<file path="config.mk">
export PLATFORM = sky130hd
export DESIGN_NAME = id_ex_stage_flat
export DESIGN_NICKNAME = d
export VERILOG_FILES = /design/src/rtl/id_ex_stage_if.sv /design/src/rtl/id_ex_stage.sv /design/src/flat_wrapper.sv
export SDC_FILE = /design/constraint.sdc
export NUM_CORES = 1
export LEC_CHECK = 0
export CAP_MARGIN = 10
export CORE_MARGIN = 5
export CORE_UTILIZATION = 39
export DETAILED_ROUTE_END_ITERATION = 6
export GPL_ROUTABILITY_DRIVEN = 0
export MAX_ROUTING_LAYER = met4
export PLACE_DENSITY_LB_ADDON = 0.05
export SYNTH_ARGS = -nofsm -noshare
export SYNTH_HDL_FRONTEND = slang
export SYNTH_SLANG_ARGS = --single-unit
</file>
<file path="constraint.sdc">
create_clock -name clk -period 2.4 [get_ports clk]
set_clock_uncertainty 0.1 [all_clocks]
set_input_delay 0.48 -clock clk [delete_from_list [all_inputs] [get_ports clk]]
set_output_delay 0.48 -clock clk [all_outputs]
set_load 0.01 [all_outputs]
</file>
<file path="src/rtl/id_ex_stage_if.sv">
// ID->EX pipeline register bus: decoded fields in, registered EX fields out,
// plus WB write-through port, pipeline control and hazard status.
interface id_ex_stage_if;
  logic        id_valid;
  logic [31:0] id_pc;
  logic [4:0]  id_rs1, id_rs2;
  logic        id_rs1_used, id_rs2_used;
  logic [4:0]  id_rd;
  logic        id_rd_valid;
  logic        id_wb_sel;
  logic        id_mem_read, id_mem_write;
  logic [3:0]  id_alu_op;
  logic [31:0] id_imm;
  logic [31:0] id_rdata1, id_rdata2;

  logic        wb_we;
  logic [4:0]  wb_rd;
  logic [31:0] wb_data;

  logic        flush;
  logic        hold;

  logic        ex_valid;
  logic [31:0] ex_pc;
  logic [4:0]  ex_rs1, ex_rs2;
  logic [4:0]  ex_rd;
  logic        ex_rd_valid;
  logic        ex_wb_sel;
  logic        ex_mem_read, ex_mem_write;
  logic [3:0]  ex_alu_op;
  logic [31:0] ex_imm;
  logic [31:0] ex_rdata1, ex_rdata2;

  logic        stall_id;
  logic [31:0] bubble_count;

  modport slave (
    input  id_valid, id_pc, id_rs1, id_rs2, id_rs1_used, id_rs2_used,
           id_rd, id_rd_valid, id_wb_sel, id_mem_read, id_mem_write,
           id_alu_op, id_imm, id_rdata1, id_rdata2,
           wb_we, wb_rd, wb_data, flush, hold,
    output ex_valid, ex_pc, ex_rs1, ex_rs2, ex_rd, ex_rd_valid, ex_wb_sel,
           ex_mem_read, ex_mem_write, ex_alu_op, ex_imm, ex_rdata1, ex_rdata2,
           stall_id, bubble_count
  );

  modport master (
    output id_valid, id_pc, id_rs1, id_rs2, id_rs1_used, id_rs2_used,
           id_rd, id_rd_valid, id_wb_sel, id_mem_read, id_mem_write,
           id_alu_op, id_imm, id_rdata1, id_rdata2,
           wb_we, wb_rd, wb_data, flush, hold,
    input  ex_valid, ex_pc, ex_rs1, ex_rs2, ex_rd, ex_rd_valid, ex_wb_sel,
           ex_mem_read, ex_mem_write, ex_alu_op, ex_imm, ex_rdata1, ex_rdata2,
           stall_id, bubble_count
  );
endinterface

</file>
<file path="src/rtl/id_ex_stage.sv">
// ID/EX pipeline register with load-use bubble insertion and WB write-through
// capture of register-file read data.
module id_ex_stage (
  input  logic           clk,
  input  logic           rst_n,
  id_ex_stage_if.slave   bus
);
  typedef struct packed {
    logic        valid;
    logic [31:0] pc;
    logic [4:0]  rs1;
    logic [4:0]  rs2;
    logic [4:0]  rd;
    logic        rd_valid;
    logic        wb_sel;
    logic        mem_read;
    logic        mem_write;
    logic [3:0]  alu_op;
    logic [31:0] imm;
    logic [31:0] rdata1;
    logic [31:0] rdata2;
  } ex_t;

  ex_t         ex_q;
  ex_t         cap;
  logic [31:0] cnt_q;
  logic        load_use;

  // A load in EX whose result ID needs cannot be forwarded in time.
  assign load_use = ex_q.valid & ex_q.mem_read & ex_q.rd_valid & (ex_q.rd != 5'd0) &
                    bus.id_valid &
                    ((bus.id_rs1_used & (bus.id_rs1 == ex_q.rd)) |
                     (bus.id_rs2_used & (bus.id_rs2 == ex_q.rd)));

  assign bus.stall_id = load_use & ~bus.flush & ~bus.hold;

  always_comb begin
    cap = '0;
    if (bus.id_valid) begin
      cap.valid     = 1'b1;
      cap.pc        = bus.id_pc;
      cap.rs1       = bus.id_rs1;
      cap.rs2       = bus.id_rs2;
      cap.rd        = bus.id_rd;
      cap.rd_valid  = bus.id_rd_valid;
      cap.wb_sel    = bus.id_wb_sel;
      cap.mem_read  = bus.id_mem_read;
      cap.mem_write = bus.id_mem_write;
      cap.alu_op    = bus.id_alu_op;
      cap.imm       = bus.id_imm;
      // x0 reads as zero; a same-cycle WB write overrides the stale RF read.
      if (bus.id_rs1 == 5'd0)
        cap.rdata1 = '0;
      else if (bus.wb_we && (bus.wb_rd == bus.id_rs1))
        cap.rdata1 = bus.wb_data;
      else
        cap.rdata1 = bus.id_rdata1;
      if (bus.id_rs2 == 5'd0)
        cap.rdata2 = '0;
      else if (bus.wb_we && (bus.wb_rd == bus.id_rs2))
        cap.rdata2 = bus.wb_data;
      else
        cap.rdata2 = bus.id_rdata2;
    end
  end

  always_ff @(posedge clk or negedge rst_n) begin
    if (!rst_n) begin
      ex_q  <= '0;
      cnt_q <= '0;
    end else if (!bus.hold) begin
      if (bus.flush) begin
        ex_q <= '0;
      end else if (load_use) begin
        ex_q  <= '0;
        cnt_q <= cnt_q + 32'd1;
      end else begin
        ex_q <= cap;
      end
    end
  end

  assign bus.ex_valid     = ex_q.valid;
  assign bus.ex_pc        = ex_q.pc;
  assign bus.ex_rs1       = ex_q.rs1;
  assign bus.ex_rs2       = ex_q.rs2;
  assign bus.ex_rd        = ex_q.rd;
  assign bus.ex_rd_valid  = ex_q.rd_valid;
  assign bus.ex_wb_sel    = ex_q.wb_sel;
  assign bus.ex_mem_read  = ex_q.mem_read;
  assign bus.ex_mem_write = ex_q.mem_write;
  assign bus.ex_alu_op    = ex_q.alu_op;
  assign bus.ex_imm       = ex_q.imm;
  assign bus.ex_rdata1    = ex_q.rdata1;
  assign bus.ex_rdata2    = ex_q.rdata2;
  assign bus.bubble_count = cnt_q;
endmodule
</file>
<file path="src/flat_wrapper.sv">
// flat-port wrapper written by rule: the top's interface ports become plain ports
module id_ex_stage_flat 
  (clk, rst_n, bus_id_valid, bus_id_pc, bus_id_rs1, bus_id_rs2, bus_id_rs1_used, bus_id_rs2_used, bus_id_rd, bus_id_rd_valid, bus_id_wb_sel, bus_id_mem_read, bus_id_mem_write, bus_id_alu_op, bus_id_imm, bus_id_rdata1, bus_id_rdata2, bus_wb_we, bus_wb_rd, bus_wb_data, bus_flush, bus_hold, bus_ex_valid, bus_ex_pc, bus_ex_rs1, bus_ex_rs2, bus_ex_rd, bus_ex_rd_valid, bus_ex_wb_sel, bus_ex_mem_read, bus_ex_mem_write, bus_ex_alu_op, bus_ex_imm, bus_ex_rdata1, bus_ex_rdata2, bus_stall_id, bus_bubble_count);
  id_ex_stage_if bus_i ();
  input  logic clk;
  input  logic rst_n;
  input wire logic [$bits(bus_i.id_valid)-1:0] bus_id_valid;
  input wire logic [$bits(bus_i.id_pc)-1:0] bus_id_pc;
  input wire logic [$bits(bus_i.id_rs1)-1:0] bus_id_rs1;
  input wire logic [$bits(bus_i.id_rs2)-1:0] bus_id_rs2;
  input wire logic [$bits(bus_i.id_rs1_used)-1:0] bus_id_rs1_used;
  input wire logic [$bits(bus_i.id_rs2_used)-1:0] bus_id_rs2_used;
  input wire logic [$bits(bus_i.id_rd)-1:0] bus_id_rd;
  input wire logic [$bits(bus_i.id_rd_valid)-1:0] bus_id_rd_valid;
  input wire logic [$bits(bus_i.id_wb_sel)-1:0] bus_id_wb_sel;
  input wire logic [$bits(bus_i.id_mem_read)-1:0] bus_id_mem_read;
  input wire logic [$bits(bus_i.id_mem_write)-1:0] bus_id_mem_write;
  input wire logic [$bits(bus_i.id_alu_op)-1:0] bus_id_alu_op;
  input wire logic [$bits(bus_i.id_imm)-1:0] bus_id_imm;
  input wire logic [$bits(bus_i.id_rdata1)-1:0] bus_id_rdata1;
  input wire logic [$bits(bus_i.id_rdata2)-1:0] bus_id_rdata2;
  input wire logic [$bits(bus_i.wb_we)-1:0] bus_wb_we;
  input wire logic [$bits(bus_i.wb_rd)-1:0] bus_wb_rd;
  input wire logic [$bits(bus_i.wb_data)-1:0] bus_wb_data;
  input wire logic [$bits(bus_i.flush)-1:0] bus_flush;
  input wire logic [$bits(bus_i.hold)-1:0] bus_hold;
  output wire logic [$bits(bus_i.ex_valid)-1:0] bus_ex_valid;
  output wire logic [$bits(bus_i.ex_pc)-1:0] bus_ex_pc;
  output wire logic [$bits(bus_i.ex_rs1)-1:0] bus_ex_rs1;
  output wire logic [$bits(bus_i.ex_rs2)-1:0] bus_ex_rs2;
  output wire logic [$bits(bus_i.ex_rd)-1:0] bus_ex_rd;
  output wire logic [$bits(bus_i.ex_rd_valid)-1:0] bus_ex_rd_valid;
  output wire logic [$bits(bus_i.ex_wb_sel)-1:0] bus_ex_wb_sel;
  output wire logic [$bits(bus_i.ex_mem_read)-1:0] bus_ex_mem_read;
  output wire logic [$bits(bus_i.ex_mem_write)-1:0] bus_ex_mem_write;
  output wire logic [$bits(bus_i.ex_alu_op)-1:0] bus_ex_alu_op;
  output wire logic [$bits(bus_i.ex_imm)-1:0] bus_ex_imm;
  output wire logic [$bits(bus_i.ex_rdata1)-1:0] bus_ex_rdata1;
  output wire logic [$bits(bus_i.ex_rdata2)-1:0] bus_ex_rdata2;
  output wire logic [$bits(bus_i.stall_id)-1:0] bus_stall_id;
  output wire logic [$bits(bus_i.bubble_count)-1:0] bus_bubble_count;
  assign bus_i.id_valid = bus_id_valid;
  assign bus_i.id_pc = bus_id_pc;
  assign bus_i.id_rs1 = bus_id_rs1;
  assign bus_i.id_rs2 = bus_id_rs2;
  assign bus_i.id_rs1_used = bus_id_rs1_used;
  assign bus_i.id_rs2_used = bus_id_rs2_used;
  assign bus_i.id_rd = bus_id_rd;
  assign bus_i.id_rd_valid = bus_id_rd_valid;
  assign bus_i.id_wb_sel = bus_id_wb_sel;
  assign bus_i.id_mem_read = bus_id_mem_read;
  assign bus_i.id_mem_write = bus_id_mem_write;
  assign bus_i.id_alu_op = bus_id_alu_op;
  assign bus_i.id_imm = bus_id_imm;
  assign bus_i.id_rdata1 = bus_id_rdata1;
  assign bus_i.id_rdata2 = bus_id_rdata2;
  assign bus_i.wb_we = bus_wb_we;
  assign bus_i.wb_rd = bus_wb_rd;
  assign bus_i.wb_data = bus_wb_data;
  assign bus_i.flush = bus_flush;
  assign bus_i.hold = bus_hold;
  assign bus_ex_valid = bus_i.ex_valid;
  assign bus_ex_pc = bus_i.ex_pc;
  assign bus_ex_rs1 = bus_i.ex_rs1;
  assign bus_ex_rs2 = bus_i.ex_rs2;
  assign bus_ex_rd = bus_i.ex_rd;
  assign bus_ex_rd_valid = bus_i.ex_rd_valid;
  assign bus_ex_wb_sel = bus_i.ex_wb_sel;
  assign bus_ex_mem_read = bus_i.ex_mem_read;
  assign bus_ex_mem_write = bus_i.ex_mem_write;
  assign bus_ex_alu_op = bus_i.ex_alu_op;
  assign bus_ex_imm = bus_i.ex_imm;
  assign bus_ex_rdata1 = bus_i.ex_rdata1;
  assign bus_ex_rdata2 = bus_i.ex_rdata2;
  assign bus_stall_id = bus_i.stall_id;
  assign bus_bubble_count = bus_i.bubble_count;
  id_ex_stage u_core (.clk(clk), .rst_n(rst_n), .bus(bus_i));
endmodule
</file>
==> impl_table.tex <==
\begin{tabular}{lr}
\hline
Metric & Value \\
\hline
\multicolumn{2}{l}{\textbf{Outcome}} \\
Run status & complete, no violations \\
\multicolumn{2}{l}{\textbf{Synthesis}} \\
Post-synthesis async set-or-reset flop share & 100\% \\
Post-synthesis net count & 860 \\
Most used DFF post-synth & dfrtp\_1 \\
Yosys top cell by area & dfrtp\_1 \\
Main area contributors after synthesis & dfrtp\_1 56\%, a22o\_1 9.3\%, mux2i\_1 7.8\% \\
Most frequent cell after synthesis & dfrtp\_1 \\
FF+latch count, synth & 184 \\
Warning count from the yosys run & 0 \\
Distinct cells, synth & 37 \\
Number of instances in the synthesized netlist & 663 \\
Post-Syn Area per Cell & 12.4 um\^{}2 \\
Post-synth EDFFs & 0 \\
Synth top cells by count & 184 x dfrtp\_1, 87 x a22o\_1, 76 x nand2\_1 \\
Portion of the post-synthesis area used by sequential elements & 56.2\% \\
Area share of the leading cell type in the synthesized netlist & 56.2\% \\
Synth Cell Area & 8190 um\^{}2 \\
\multicolumn{2}{l}{\textbf{Timing}} \\
Slew @ Worst Pin & 0.787 ns \\
Final Hold Slack & 0.373 ns \\
Max\_slew headroom & 47.5\% \\
Total negative slack for setup checks & 0 ns \\
RSZ-0062 raised after global routing & yes \\
Final setup violation count & 0 \\
Final hold viol count & 0 \\
Period utilisation layout & 98.3\% \\
Tmin final & 2.36 ns \\
Post-layout worst setup margin & 0.0406 ns \\
Top achievable clock speed & 424 MHz \\
Max-slew violations & 0 \\
\multicolumn{2}{l}{\textbf{Clocking}} \\
Clock Path Buffers & 2 \\
CTS tree & yes \\
CTS clock-pin slew for the worst setup and hold paths & 0.07 ns \\
Number of clock sinks & 184 \\
Number of buffers inserted during clock tree synthesis & 17 \\
Clock insertion delay at the later pin of the skew report & 0.43 ns \\
Number of H-tree levels & 4 \\
Root cell of the clock tree & clkbuf\_16 \\
\multicolumn{2}{l}{\textbf{Global route}} \\
Via count of the first global-routing pass & 7347 \\
First-pass GRT wire length & 42.9 mm \\
Maximum number of pins on one net before global-route repair & 153 \\
Total global routing overflow & 0 \\
Antenna violations before repair & 5 \\
Overall fraction of global-route tracks in use & 23.7\% \\
\multicolumn{2}{l}{\textbf{Detailed routing}} \\
Iteration-0 DRC count of the detailed router & 326 \\
Mean number of vias per cell & 5.10 \\
Routed length per instance & 20.6 um \\
DRC & 0 \\
Routed via count & 6871 \\
Total wirelength of the detailed-routed design & 27.8 mm \\
Number of optimization iterations in the first detailed-route pass & 4 \\
Detail Route Antenna Nets & 0 \\
\multicolumn{2}{l}{\textbf{Cells and area}} \\
Layout overhead on the synthesized area & 61.2\% \\
Share of layout cells above drive strength 1 & 10.6\% \\
Total of fill cells in the finished design & 1733 \\
Number of nets in the finished design & 1252 \\
\multicolumn{2}{l}{\textbf{Placed design}} \\
Count of buffers inserted at the top-level ports & 380 \\
Placement Setup Slack & -0.567 ns \\
Detailed placer's ending HPWL & 20.5 mm \\
\multicolumn{2}{l}{\textbf{Worst setup path}} \\
Crit Reg-Reg Endpoint & u\_core.bus.ex\_rdata1[25] \\
Required time of the critical path & 1.82 ns \\
Endpoint kind of the worst setup timing path & output pin \\
Register-to-register path setup slack & 0.29 ns \\
CP Launch Type & register \\
Highest net fanout along the worst path & 3 \\
Startpoint of the worst register-to-register path & u\_core.bus.ex\_rd[0] \\
Crit path arrival time & 1.78 ns \\
Cell depth of the worst flop-to-flop path & 8 \\
Critical path class & register to output pin \\
\multicolumn{2}{l}{\textbf{Hold path}} \\
Hold EP & u\_core.bus.bubble\_count[31] \\
Hold\_sp & u\_core.bus.bubble\_count[31] \\
Worst min-delay path category & register to register \\
Cell depth of the worst hold path & 1 \\
\multicolumn{2}{l}{\textbf{Power and ir drop}} \\
Power density cells & 560 nW/um\^{}2 \\
Static leakage & 5.63 nW \\
Worst vdd rail ir drop & 0.000403 V \\
\multicolumn{2}{l}{\textbf{Floorplanning}} \\
Core ar. & 20800 um\^{}2 \\
Die area & 24000 um\^{}2 \\
Top-level port count & 381 \\
Effective utilization at floorplan & 39.3\% \\
Die outline width & 155 um \\
Die Y-Extent & 155 um \\
Core Rows & 53 \\
\multicolumn{2}{l}{\textbf{Job}} \\
Max-cap viol count & 0 \\
\hline
\end{tabular}
## layout make-up
type | instances | area, um^2 | area share [%]
antenna | 5 | 12.5 | 0.0947
sequential | 184 | 4610 | 34.9
clock buffer | 17 | 425 | 3.22
tap | 275 | 344 | 2.60
multi-input combinational | 425 | 3310 | 25.1
timing repair buffer | 427 | 4340 | 32.9
clock inverter | 15 | 173 | 1.31
## cells in the final DEF (no fill, tap or decap), types with 10 or more instances in the layout
cell	count
a22o_1	87
buf_12	15
buf_4	32
clkbuf_16	17
clkdlybuf4s50_1	369
dfrtp_1	183
mux2i_1	64
nand2_1	76
nand4_1	10
nor3_1	11
o31ai_1	64
xnor2_1	11
xor2_1	38
## through the flow
step | power (mW) | std cells | util [%] | cell area [um^2]
after floorplan | 3.75 | 663 | - | 8190
after global placement | 4.60 | 1309 | 60.3 | 12600
after detailed placement | 4.61 | 1309 | 60.3 | 12600
after CTS | 7.49 | 1343 | 63.4 | 13200
after global routing | 7.71 | 1348 | 63.4 | 13200
final | 7.40 | 1348 | 63.4 | 13200
## worst max-delay path, cell delays in order, from the launching register on
cell,delay (ns)
dfrtp_2,0.45
xnor2_2,0.20
nand4_1,0.16
o22ai_2,0.21
and3_4,0.23
buf_6,0.10
## how the worst max path moves through the flow
stage / endpoint / depth (start not counted) / from
3_3_place_gp: bus_stall_id / 6 / bus_id_rs1[4]
6_report: bus_stall_id / 5 / u_core.bus.ex_rd[4]
2_1_floorplan: u_core.bus.bubble_count[29] / 8 / bus_hold
3_5_place_dp: bus_stall_id / 6 / bus_id_rs1[4]
4_1_cts: bus_stall_id / 5 / u_core.bus.ex_rd[4]
5_1_grt: bus_stall_id / 5 / u_core.bus.ex_rd[3]
## sequential cells by signal, indices dropped and copies added (netlist names), 4 cells and up
signal and cells:
u_core.bus.bubble_count 32, u_core.bus.ex_alu_op 4, u_core.bus.ex_imm 32, u_core.bus.ex_pc 32
u_core.bus.ex_rd 5, u_core.bus.ex_rdata1 32, u_core.bus.ex_rdata2 32, u_core.bus.ex_rs1 5
u_core.bus.ex_rs2 5
## cell families (layout without fill, tap and decap cells)
| kind of cell | after synthesis | count (layout) | share of synthesized area (%) |
|---|---|---|---|
| AOI/OAI and AO/OA | 157 | 157 | 15.8 |
| xor gates and xnor gates | 51 | 51 | 5.45 |
| adders and majority gates | 1 | 1 | 0.153 |
| buffers and inverters | 54 | 459 | 3.91 |
| DFF | 184 | 184 | 56.2 |
| muxes | 65 | 65 | 7.96 |
| other | 0 | 5 | 0 |
| and+or+nand+nor | 151 | 151 | 10.5 |
## routing by layer
| layer | vias up | part of all wire (%) | GRT usage [%] |
|---|---|---|---|
| met5 | - | 0 | - |
| met1 | 3331 | 40 | 27.2 |
| met4 | 0 | 2.6 | 9.13 |
| met2 | 258 | 50 | 39.0 |
| met3 | 43 | 7.7 | 7.43 |
| li1 | 3239 | - | - |
## where the power goes
part	switching, mW	leakage [nW]	internal, mW	total, mW
sequential	0.0848	2.50	3.24	3.33
combinational	0.494	2.84	0.718	1.21
clock	1.36	0.289	1.50	2.86
## timing repair
item                                    4_1_cts  5_1_grt
hold endpoints to repair                     35        0
resized for setup                            18        1
setup buffers                                 1        0
pin swaps                                     5        0
endpoints found under the setup margin        1        1
hold buffers                                  1        0
(Power assumes the default switching activity.)
